$ cat src/rtl/sitcp_tx_mux_if.sv
// Bundles the SiTCP TX byte port with the per-channel FWFT FIFO read ports.
// The mux drives the master side; the SiTCP core and user FIFOs sit on slave.
interface sitcp_tx_mux_if #(
  parameter int N_CH = 4
);
  logic                 MAIN_OPEN_ACK;
  logic                 TX_FULL;
  logic                 TX_WR;
  logic [7:0]           TX_DATA;
  logic [16*N_CH-1:0]   CH_AVAIL;
  logic [8*N_CH-1:0]    CH_DATA;
  logic [N_CH-1:0]      CH_RE;

  modport master (
    input  MAIN_OPEN_ACK,
    input  TX_FULL,
    input  CH_AVAIL,
    input  CH_DATA,
    output TX_WR,
    output TX_DATA,
    output CH_RE
  );

  modport slave (
    output MAIN_OPEN_ACK,
    output TX_FULL,
    output CH_AVAIL,
    output CH_DATA,
    input  TX_WR,
    input  TX_DATA,
    input  CH_RE
  );
endinterface

$ cat src/rtl/sitcp_tx_mux.sv
// Round-robin multi-channel front end for the SiTCP TX byte port: each burst is
// framed as {tag,channel}, length-1, then up to MAX_BURST payload bytes.
module sitcp_tx_mux #(
  parameter int         N_CH      = 4,
  parameter int         CH_W      = 2,
  parameter int         MAX_BURST = 64,
  parameter logic [3:0] HDR_TAG   = 4'hA
) (
  input  logic                CLK,
  input  logic                RST,
  sitcp_tx_mux_if.master      bus,
  output logic                BUSY,
  output logic [CH_W-1:0]     CUR_CH,
  output logic [15:0]         ABORT_CNT
);

  typedef enum logic [1:0] {
    IDLE,
    HDR0,
    HDR1,
    DATA
  } state_t;

  state_t            r_state;
  state_t            w_state_nxt;
  logic [CH_W-1:0]   r_cur_ch;
  logic [CH_W-1:0]   w_cur_ch_nxt;
  logic [CH_W-1:0]   r_ptr;
  logic [CH_W-1:0]   w_ptr_nxt;
  logic [8:0]        r_len;
  logic [8:0]        w_len_nxt;
  logic [8:0]        r_remain;
  logic [8:0]        w_remain_nxt;
  logic              r_tx_wr;
  logic              w_tx_wr_nxt;
  logic [7:0]        r_tx_data;
  logic [7:0]        w_tx_data_nxt;
  logic [15:0]       r_abort_cnt;
  logic [15:0]       w_abort_cnt_nxt;
  logic [N_CH-1:0]   w_ch_re;

  logic [15:0]       w_avail [N_CH];
  logic [7:0]        w_data  [N_CH];
  logic              w_grant_found;
  logic [CH_W-1:0]   w_grant_ch;
  logic [15:0]       w_grant_avail;
  logic [8:0]        w_grant_len;
  logic [3:0]        w_ch_nib;

  // Channel index arithmetic modulo N_CH; collapses to 0 when N_CH is 1.
  function automatic logic [CH_W-1:0] chAdd(input logic [CH_W-1:0] base, input int k);
    chAdd = CH_W'((int'(base) + k) % N_CH);
  endfunction

  always_comb begin
    for (int i = 0; i < N_CH; i++) begin
      w_avail[i] = bus.CH_AVAIL[16*i +: 16];
      w_data[i]  = bus.CH_DATA[8*i +: 8];
    end
  end

  // Walk from the far end back toward the pointer so the nearest ready channel wins.
  always_comb begin
    w_grant_found = 1'b0;
    w_grant_ch    = '0;
    for (int k = N_CH - 1; k >= 0; k--) begin
      if (w_avail[chAdd(r_ptr, k)] != 16'd0) begin
        w_grant_found = 1'b1;
        w_grant_ch    = chAdd(r_ptr, k);
      end
    end
  end

  always_comb begin
    w_grant_avail = w_avail[w_grant_ch];
    w_grant_len   = (w_grant_avail > 16'(MAX_BURST)) ? 9'(MAX_BURST) : 9'(w_grant_avail);
    w_ch_nib      = '0;
    w_ch_nib[CH_W-1:0] = r_cur_ch;
  end

  always_comb begin
    w_state_nxt     = r_state;
    w_cur_ch_nxt    = r_cur_ch;
    w_ptr_nxt       = r_ptr;
    w_len_nxt       = r_len;
    w_remain_nxt    = r_remain;
    w_tx_wr_nxt     = 1'b0;
    w_tx_data_nxt   = r_tx_data;
    w_abort_cnt_nxt = r_abort_cnt;
    w_ch_re         = '0;

    case (r_state)
      IDLE: begin
        if (bus.MAIN_OPEN_ACK && w_grant_found) begin
          w_cur_ch_nxt = w_grant_ch;
          w_len_nxt    = w_grant_len;
          w_state_nxt  = HDR0;
        end
      end

      default: begin
        // Connection loss outranks backpressure; unread bytes stay upstream.
        if (!bus.MAIN_OPEN_ACK) begin
          w_state_nxt     = IDLE;
          w_ptr_nxt       = chAdd(r_cur_ch, 1);
          w_abort_cnt_nxt = (r_abort_cnt == 16'hFFFF) ? r_abort_cnt : r_abort_cnt + 16'd1;
        end else if (!bus.TX_FULL) begin
          w_tx_wr_nxt = 1'b1;
          case (r_state)
            HDR0: begin
              w_tx_data_nxt = {HDR_TAG, w_ch_nib};
              w_state_nxt   = HDR1;
            end
            HDR1: begin
              w_tx_data_nxt = 8'(r_len - 9'd1);
              w_remain_nxt  = r_len;
              w_state_nxt   = DATA;
            end
            default: begin
              w_tx_data_nxt     = w_data[r_cur_ch];
              w_ch_re[r_cur_ch] = 1'b1;
              w_remain_nxt      = r_remain - 9'd1;
              if (r_remain == 9'd1) begin
                w_state_nxt = IDLE;
                w_ptr_nxt   = chAdd(r_cur_ch, 1);
              end
            end
          endcase
        end
      end
    endcase
  end

  always_ff @(posedge CLK) begin
    if (RST) begin
      r_state     <= IDLE;
      r_cur_ch    <= '0;
      r_ptr       <= '0;
      r_len       <= '0;
      r_remain    <= '0;
      r_tx_wr     <= 1'b0;
      r_tx_data   <= 8'h00;
      r_abort_cnt <= 16'h0000;
    end else begin
      r_state     <= w_state_nxt;
      r_cur_ch    <= w_cur_ch_nxt;
      r_ptr       <= w_ptr_nxt;
      r_len       <= w_len_nxt;
      r_remain    <= w_remain_nxt;
      r_tx_wr     <= w_tx_wr_nxt;
      r_tx_data   <= w_tx_data_nxt;
      r_abort_cnt <= w_abort_cnt_nxt;
    end
  end

  // A pop during the reset cycle would lose a byte that is never sent.
  assign bus.CH_RE   = RST ? '0 : w_ch_re;
  assign bus.TX_WR   = r_tx_wr;
  assign bus.TX_DATA = r_tx_data;
  assign BUSY        = (r_state != IDLE);
  assign CUR_CH      = r_cur_ch;
  assign ABORT_CNT   = r_abort_cnt;

endmodule

$ cat src/flat_wrapper.sv
// flat-port wrapper written by rule: the top's interface ports become plain ports
module sitcp_tx_mux_flat 
#(
  parameter int         N_CH      = 4,
  parameter int         CH_W      = 2,
  parameter int         MAX_BURST = 64,
  parameter logic [3:0] HDR_TAG   = 4'hA
)
  (CLK, RST, BUSY, CUR_CH, ABORT_CNT, bus_MAIN_OPEN_ACK, bus_TX_FULL, bus_CH_AVAIL, bus_CH_DATA, bus_TX_WR, bus_TX_DATA, bus_CH_RE);
  sitcp_tx_mux_if #(.N_CH(N_CH)) bus_i ();
  input  logic CLK;
  input  logic RST;
  output logic BUSY;
  output logic [CH_W-1:0] CUR_CH;
  output logic [15:0] ABORT_CNT;
  input wire logic [$bits(bus_i.MAIN_OPEN_ACK)-1:0] bus_MAIN_OPEN_ACK;
  input wire logic [$bits(bus_i.TX_FULL)-1:0] bus_TX_FULL;
  input wire logic [$bits(bus_i.CH_AVAIL)-1:0] bus_CH_AVAIL;
  input wire logic [$bits(bus_i.CH_DATA)-1:0] bus_CH_DATA;
  output wire logic [$bits(bus_i.TX_WR)-1:0] bus_TX_WR;
  output wire logic [$bits(bus_i.TX_DATA)-1:0] bus_TX_DATA;
  output wire logic [$bits(bus_i.CH_RE)-1:0] bus_CH_RE;
  assign bus_i.MAIN_OPEN_ACK = bus_MAIN_OPEN_ACK;
  assign bus_i.TX_FULL = bus_TX_FULL;
  assign bus_i.CH_AVAIL = bus_CH_AVAIL;
  assign bus_i.CH_DATA = bus_CH_DATA;
  assign bus_TX_WR = bus_i.TX_WR;
  assign bus_TX_DATA = bus_i.TX_DATA;
  assign bus_CH_RE = bus_i.CH_RE;
  sitcp_tx_mux #(.N_CH(N_CH), .CH_W(CH_W), .MAX_BURST(MAX_BURST), .HDR_TAG(HDR_TAG)) u_core (.CLK(CLK), .RST(RST), .bus(bus_i), .BUSY(BUSY), .CUR_CH(CUR_CH), .ABORT_CNT(ABORT_CNT));
endmodule
$ cat config.mk
export PLATFORM = sky130hd
export DESIGN_NAME = sitcp_tx_mux_flat
export DESIGN_NICKNAME = d
export VERILOG_FILES = /design/src/rtl/sitcp_tx_mux_if.sv /design/src/rtl/sitcp_tx_mux.sv /design/src/flat_wrapper.sv
export SDC_FILE = /design/constraint.sdc
export NUM_CORES = 1
export LEC_CHECK = 0
export ABC_AREA = 1
export CORE_UTILIZATION = 42
export CTS_CLUSTER_DIAMETER = 200
export DETAILED_ROUTE_END_ITERATION = 10
export PLACE_DENSITY = 0.77
export SLEW_MARGIN = 20
export SYNTH_ARGS = -nofsm -noshare
export SYNTH_HDL_FRONTEND = slang
export SYNTH_SLANG_ARGS = --single-unit
$ cat constraint.sdc
create_clock -name CLK -period 2.3 [get_ports CLK]
set_input_delay 0.46 -clock CLK [delete_from_list [all_inputs] [get_ports CLK]]
set_output_delay 0.46 -clock CLK [all_outputs]
set_load 0.01 [all_outputs]
# == After elaboration in Yosys (flattened, before gate mapping) ==
# Cells that the tools add are included.
# word_totals
ff_bits,49
inputBits,100
out_inout_bits,32
wordCells,108
# classes
n_addsub,7
order_cmp,9
eq_ne,10
muxes,47
n_bitwise,11
reduce_logical,16
# ops
op,count
$bmux 16 s2,5
$mux 16,10
$reduce_bool 16->1,4
$mux 2,13
$mux 4,5
$ge 3x3->1 const B,6
$not 2->3,6
$pmux 9 s2,1
$add 16x1->16 const B,1
$bmux 8 s2,1
$eq 16x16->1 const B,1
$gt 16x7->1 const B,1
$mux 8,2
$pmux 8 s2,1
$eq 9x1->1 const B,1
$mux 9,1
$reduce_and 3->1,3
$sub 9x1->9 const B,1
$reduce_and 4->1,2
$sub 8x1->8 const B,1
$mux 1,6
$ne 5x1->1 const B,1
$not 1->1,5
$add 2x1->2 const B,2
16 further kinds,20

# == Depth between registers and ports, before layout ==
# depth
depth_word,16
mapped_depth,23
ltp_nobuf,20

# == Worst setup path after synthesis ==
# OpenSTA, ideal clock, no wires.
# synth_timing
kind,register to register
start,register u_core.r_ptr[0]
end,register u_core.r_len[3]
setup_time_ns,0.132
t_arrival_ns,2.021
t_required_ns,2.168
setup_slack_ns,0.146
stages_incl_launch_ff,21
path_buffers,3
period_less_slack_ns,2.154
path_cell_list,dfxtp_1 buf_6 inv_4 buf_6 nor2_1 nand2_1 nand2_1 nand3_1 nand2_1 nand2_2 inv_1 nand2_1 nand2_1 nand2_1 a21oi_1 buf_4 o21ai_1 o22ai_1 nand2_2 nand3_1 a21oi_1
# synth_between
elab_chain_cells,16
word_cells_on_any_way,39
classes_between,add/sub (3); order compare (1); mux (24); bitwise (5); reduce/logical (6)
# synth_lines
item,line_no,rtl
"start, declared",sitcp_tx_mux.sv:28,logic [CH_W-1:0] r_ptr;
"start signal, assigned",sitcp_tx_mux.sv:147,r_ptr <= w_ptr_nxt;
$add 2x2->2,sitcp_tx_mux.sv:52,chAdd = CH_W'((int'(base) + k) % N_CH);
$not 2->3 (not written as such),sitcp_tx_mux.sv:67,"if (w_avail[chAdd(r_ptr, k)] != 16'd0) begin"
$bmux 16 s2,sitcp_tx_mux.sv:67,
$mux 16 (not written as such) (2 in a row),sitcp_tx_mux.sv:67,
$reduce_bool 16->1,sitcp_tx_mux.sv:67,
$mux 2 (4 in a row),sitcp_tx_mux.sv:67,
$not 2->3 (not written as such),sitcp_tx_mux.sv:75,w_grant_avail = w_avail[w_grant_ch];
$bmux 16 s2,sitcp_tx_mux.sv:75,
$mux 16 (not written as such) (2 in a row),sitcp_tx_mux.sv:75,
$gt 16x7->1,sitcp_tx_mux.sv:76,w_grant_len = (w_grant_avail > 16'(MAX_BURST)) ? 9'(MAX_BURST) : 9'(w_grant_avail);
$mux 9,sitcp_tx_mux.sv:76,
"end signal, assigned",sitcp_tx_mux.sv:148,r_len <= w_len_nxt;
"end, declared",sitcp_tx_mux.sv:30,logic [8:0] r_len;
# Parallel ways exist; a longest one is shown, timed or not. The select of a mux whose other input is x is not followed.
# A chain may end at the register's enable or synchronous reset.

# == Worst setup path in the final report ==
# layout_timing
start,input port bus_CH_AVAIL[15]
end,register u_core.r_len[4]
# layout_between
elab_chain_cells,14
word_cells_on_any_way,32
classes_between,order compare (1); mux (24); bitwise (1); reduce/logical (6)
# layout_lines
item,line_no,rtl
"start, declared",flat_wrapper.sv:18,input wire logic [$bits(bus_i.CH_AVAIL)-1:0] bus_CH_AVAIL;
$bmux 16 s2,sitcp_tx_mux.sv:67,
$mux 16 (not written as such) (2 in a row),sitcp_tx_mux.sv:67,
$reduce_bool 16->1,sitcp_tx_mux.sv:67,
$mux 2 (4 in a row),sitcp_tx_mux.sv:67,
$not 2->3 (not written as such),sitcp_tx_mux.sv:75,
$bmux 16 s2,sitcp_tx_mux.sv:75,
$mux 16 (not written as such) (2 in a row),sitcp_tx_mux.sv:75,
$gt 16x7->1,sitcp_tx_mux.sv:76,
$mux 9,sitcp_tx_mux.sv:76,
# Parallel ways exist; a longest one is shown, timed or not. The select of a mux whose other input is x is not followed.

==> summary.md <==
| Metric | Value |
|---|---|
| Result of the run | complete, but fails checks |
| Violated checks | negative setup slack |
| Area taken by multi-input logic gates | between 2000 and 3000 sq um |
| Clock power frac | 21.4% |
| Starting density of the core | 43.2% |
| Number of flops mapped to enable cells by yosys | 0 |
| Total count of max-transition violations in the final report | 0 |
| Maximum Capacitance Violations | 0 |
| Final min period | 2.52 ns |
| CTS HTree Levels | 2 |
| Floorplan row count | 35 |
| Vias per inst | 5.37 |
| Die Footprint | 9900 sq um |
| Grt ovf | 0 |
| Internal power consumption | around 1.9 mW |
| Synthesis-stage register bit count | 49 |
| Switch Pwr | about 1.1 mW |
| Most common library cell in the layout ignoring fill and taps | sky130_fd_sc_hd__nand2_1 |
| Die Span X | 99.5 um |
| Post-Synthesis Cell Area | 3990 sq um |
| Wire length per cell after detailed routing | ~15 um |
| Top-area cell type share of the netlist area | 24.6% |
| Insertion delay to the later sink of the worst-skew pair | approximately 0.31 ns |
| Detailed Routing Iterations Pass 1 | 6 |
| Fraction of final layout cells with drive strength greater than 1 | 21.9% |
| TritonCTS clock tree | yes |
| Final setup margin | -0.216 ns |
| Number of hold-repair buffers added at the cts stage | 0 |
| DRC violation count after routing | 0 |
| Standard cell core area | 9240 sq um |
| Dominant cells by area after synthesis | sky130_fd_sc_hd__dfxtp_1, sky130_fd_sc_hd__nand2_1, sky130_fd_sc_hd__nor2_1, sky130_fd_sc_hd__inv_1, sky130_fd_sc_hd__nand3_1 |
| WL final | 14700 um |
| Maximum net fanout on the critical path | 5 |
| Largest net degree at the start of global routing | 26 |
| Warnings from Yosys | 0 |
| Slew at the pin closest to its max-slew limit | 0.704 ns |
| Arrival time of the worst setup path | 2.76 ns |
| Beginning of the worst hold path | u_core.r_len[8] |
| Unrepaired setup endpoints after global routing | yes |
| Sequential cell area | 988 sq um |
| Sequential cell fraction of total power | 31.7% |
| Worst EP required | 2.54 ns |
| PortBufs | 131 |
| Remaining max-slew budget at the tightest pin | a little over half |
| Number of endpoints failing setup at the final stage | 8 |
| Num ports | 132 |
| Proportion of register bits with asynchronous set or reset after synthesis | 0% |
| Power density over the cells | 466 nW/um^2 |
| Leading area contributor after synthesis | sky130_fd_sc_hd__dfxtp_1 |
| Clock Path Buffers | 2 |
| Hold path cells | 2 |
| Commonest non-fill, non-tap cells in the layout | sky130_fd_sc_hd__nand2_1, sky130_fd_sc_hd__buf_4, sky130_fd_sc_hd__inv_1, sky130_fd_sc_hd__clkdlybuf4s50_1, sky130_fd_sc_hd__nor2_1 |
| Final-layout worst hold slack | about 0.46 ns |
| Final weighted congestion of routability-driven global placement | 0.929 |
| Capture instance of the worst register-to-register path | u_core.r_len[4] |
| Routed vias | approximately 5400 |
| Kind of end point of the critical path | flip-flop |
| Hold endpoint | u_core.r_len[8] |
| Sum of internal, switching and leakage power | 3.01 mW |
| Antenna violations before repair | 0 |
| Cell leakage power | ~3.2 nW |
| Cells on worst reg2reg path | 19 |
| Final Hold Viols | 0 |
| Number of DRC markers in iteration 0 | 351 |
| Most used flip-flop cell after synthesis | sky130_fd_sc_hd__dfxtp_1 |
| Fillers | 741 |
| Synth unique cells | between 40 and 50 |
| Number of CTS-inserted buffers | 5 |
| Type of the most critical hold path | reg -> reg |
| CTS clock-pin slew for the worst setup and hold paths | around 0.1 ns |
| Root buf cell | sky130_fd_sc_hd__clkbuf_8 |
| Logic gate share of total power | 46.8% |
| Clk sink count | 49 |
| Syn Inst Count | 672 |
| Final cell area excluding filler cells | 6450 sq um |
| Diode count | 0 |
| DRT antenna net count | 0 |
| Final period utilization | 109% |
| Syn_area_per_cell | slightly below 6 sq um |
| Worst reg2reg path startpoint | u_core.r_ptr[0] |
| Register area share after synthesis | 24.6% |
| Worst Clk Skew | about 0.015 ns |
| Switching part of the total | 37.8% |
| Vertical die dimension | 99.5 um |
| Max VDD drop | 0.000384 V |
| Global routing usage summed across all routing layers | 27.5% |
| Final net count | 984 |
| Flop2flop setup slack | -0.17 ns |
| Detailed Place HPWL | 11100 um |
| Sort of element at the start of the critical path | input port |
| Post-place instance area | 5950 sq um |
| Area grow syn2layout | 61.6% |
| Vias in the first global route | 4935 |
| Syn Nets | approximately 780 |
| Global-route wire length before repair | 22100 um |
| Max Clk Rate | roughly 400 MHz |
| Crit path kind | in -> reg |
[final cells by class]
cell class | instances | share of cell area, %
flip-flops and latches | 49 | 15.3
multi-input cells | 505 | 42.5
inverters | 94 | 5.59
well taps | 129 | 2.50
clock inverters | 3 | 0.679
repair buffers | 218 | 32.4
clock buffers | 5 | 1.07
[sequential cells by signal, summed over array words and instances (netlist names)]
name                cells
u_core.ABORT_CNT       16
u_core.CUR_CH           2
u_core.bus.TX_DATA      8
u_core.bus.TX_WR        1
u_core.r_len            9
u_core.r_ptr            2
u_core.r_remain         9
u_core.r_state          2
[synth_stat cells, types with 2 or more instances]
master,n
sky130_fd_sc_hd__clkinv_1,3
sky130_fd_sc_hd__nand4_1,16
sky130_fd_sc_hd__buf_4,3
sky130_fd_sc_hd__ha_1,11
sky130_fd_sc_hd__o311ai_0,2
sky130_fd_sc_hd__dfxtp_1,49
sky130_fd_sc_hd__inv_1,87
sky130_fd_sc_hd__nand3b_1,9
sky130_fd_sc_hd__xor2_1,2
sky130_fd_sc_hd__nor4_1,2
sky130_fd_sc_hd__nor3_1,13
sky130_fd_sc_hd__o22ai_1,8
sky130_fd_sc_hd__clkbuf_1,13
sky130_fd_sc_hd__o211ai_1,9
sky130_fd_sc_hd__o21a_1,2
sky130_fd_sc_hd__a31oi_1,5
sky130_fd_sc_hd__a211oi_1,3
sky130_fd_sc_hd__buf_6,5
sky130_fd_sc_hd__nor2_1,93
sky130_fd_sc_hd__inv_2,3
sky130_fd_sc_hd__a21oi_1,52
sky130_fd_sc_hd__nand3_1,64
sky130_fd_sc_hd__nor2_2,3
sky130_fd_sc_hd__o21ai_1,4
sky130_fd_sc_hd__o21ai_0,47
sky130_fd_sc_hd__nand2_2,3
sky130_fd_sc_hd__nand2_1,141
sky130_fd_sc_hd__nand2_4,2
[how the worst max path moves through the flow]
stage / cells after the start / endpoint / slack, ns / startpoint
after global routing: 18 / u_core.r_len[4] / -0.40 / bus_CH_AVAIL[15]
after global placement: 20 / u_core.r_len[4] / -0.57 / bus_CH_AVAIL[12]
after floorplan: 20 / u_core.r_len[3] / 0.15 / u_core.r_ptr[0]
after CTS: 21 / u_core.r_len[1] / -0.19 / bus_CH_AVAIL[41]
final: 18 / u_core.r_len[4] / -0.22 / bus_CH_AVAIL[15]
after detailed placement: 20 / u_core.r_len[1] / -0.67 / bus_CH_AVAIL[12]
[critical path, cell delays in order]
cell	delay (ns)
sky130_fd_sc_hd__clkdlybuf4s50_1	0.48
sky130_fd_sc_hd__inv_2	0.05
sky130_fd_sc_hd__o21ai_2	0.15
sky130_fd_sc_hd__nor2_1	0.06
sky130_fd_sc_hd__nand3_1	0.09
sky130_fd_sc_hd__nand2_1	0.07
sky130_fd_sc_hd__nand2_2	0.11
sky130_fd_sc_hd__nand2_1	0.08
sky130_fd_sc_hd__nand2_1	0.10
sky130_fd_sc_hd__nand2_1	0.09
sky130_fd_sc_hd__a21oi_2	0.19
sky130_fd_sc_hd__buf_4	0.17
sky130_fd_sc_hd__nand3_1	0.09
sky130_fd_sc_hd__nand2_1	0.09
sky130_fd_sc_hd__nand2_2	0.09
sky130_fd_sc_hd__nor3_4	0.19
sky130_fd_sc_hd__nand2_1	0.08
sky130_fd_sc_hd__a21oi_2	0.11
[through the flow]
step	utilization (%)	worst slack, ns	setup TNS [ns]	std cells
after floorplan	-	0.146	0	672
after global placement	64.4	-0.566	-6.62	988
after detailed placement	64.4	-0.675	-8.00	988
after CTS	66.5	-0.186	-0.874	998
after global routing	69.8	-0.404	-3.18	1003
final	69.8	-0.216	-1.21	1003
[logic make-up (layout without fill, tap and decap cells)]
family	Yosys count	count (layout)	synth area share (%)
AND/OR/NAND/NOR	350	350	38.7
adder cells (fa/ha/maj)	11	11	3.45
flip-flops	49	49	24.6
XOR/XNOR	2	2	0.439
buffers and inverters	118	320	12.7
AO/OA/AOI/OAI	142	142	20.2
[power groups by stage]
stage	registers, mW	clock network, mW	logic [mW]
3_5_place_dp	0.967	0	1.30
6_report	0.954	0.645	1.41
5_1_grt	0.961	0.676	1.54
2_1_floorplan	0.961	0	0.719
4_1_cts	0.949	0.636	1.32
3_3_place_gp	0.965	0	1.26
[routing by layer]
metal | vias to the layer above | part of all wire (%) | global-route usage, %
met5 | - | 0 | 0
met4 | 0 | 2.3 | 6.90
met3 | 43 | 6.3 | 3.30
met2 | 218 | 49 | 48.0
met1 | 2492 | 42 | 35.9
li1 | 2633 | - | -
[what timing repair did]
item                       4_1_cts  5_1_grt
setup endpoints to repair       15       26
pin swaps                       12       26
buffers inserted                 1        5
cloned                           1        0
resized for setup               55      102
Note: power is estimated with default switching activity, not from simulation.
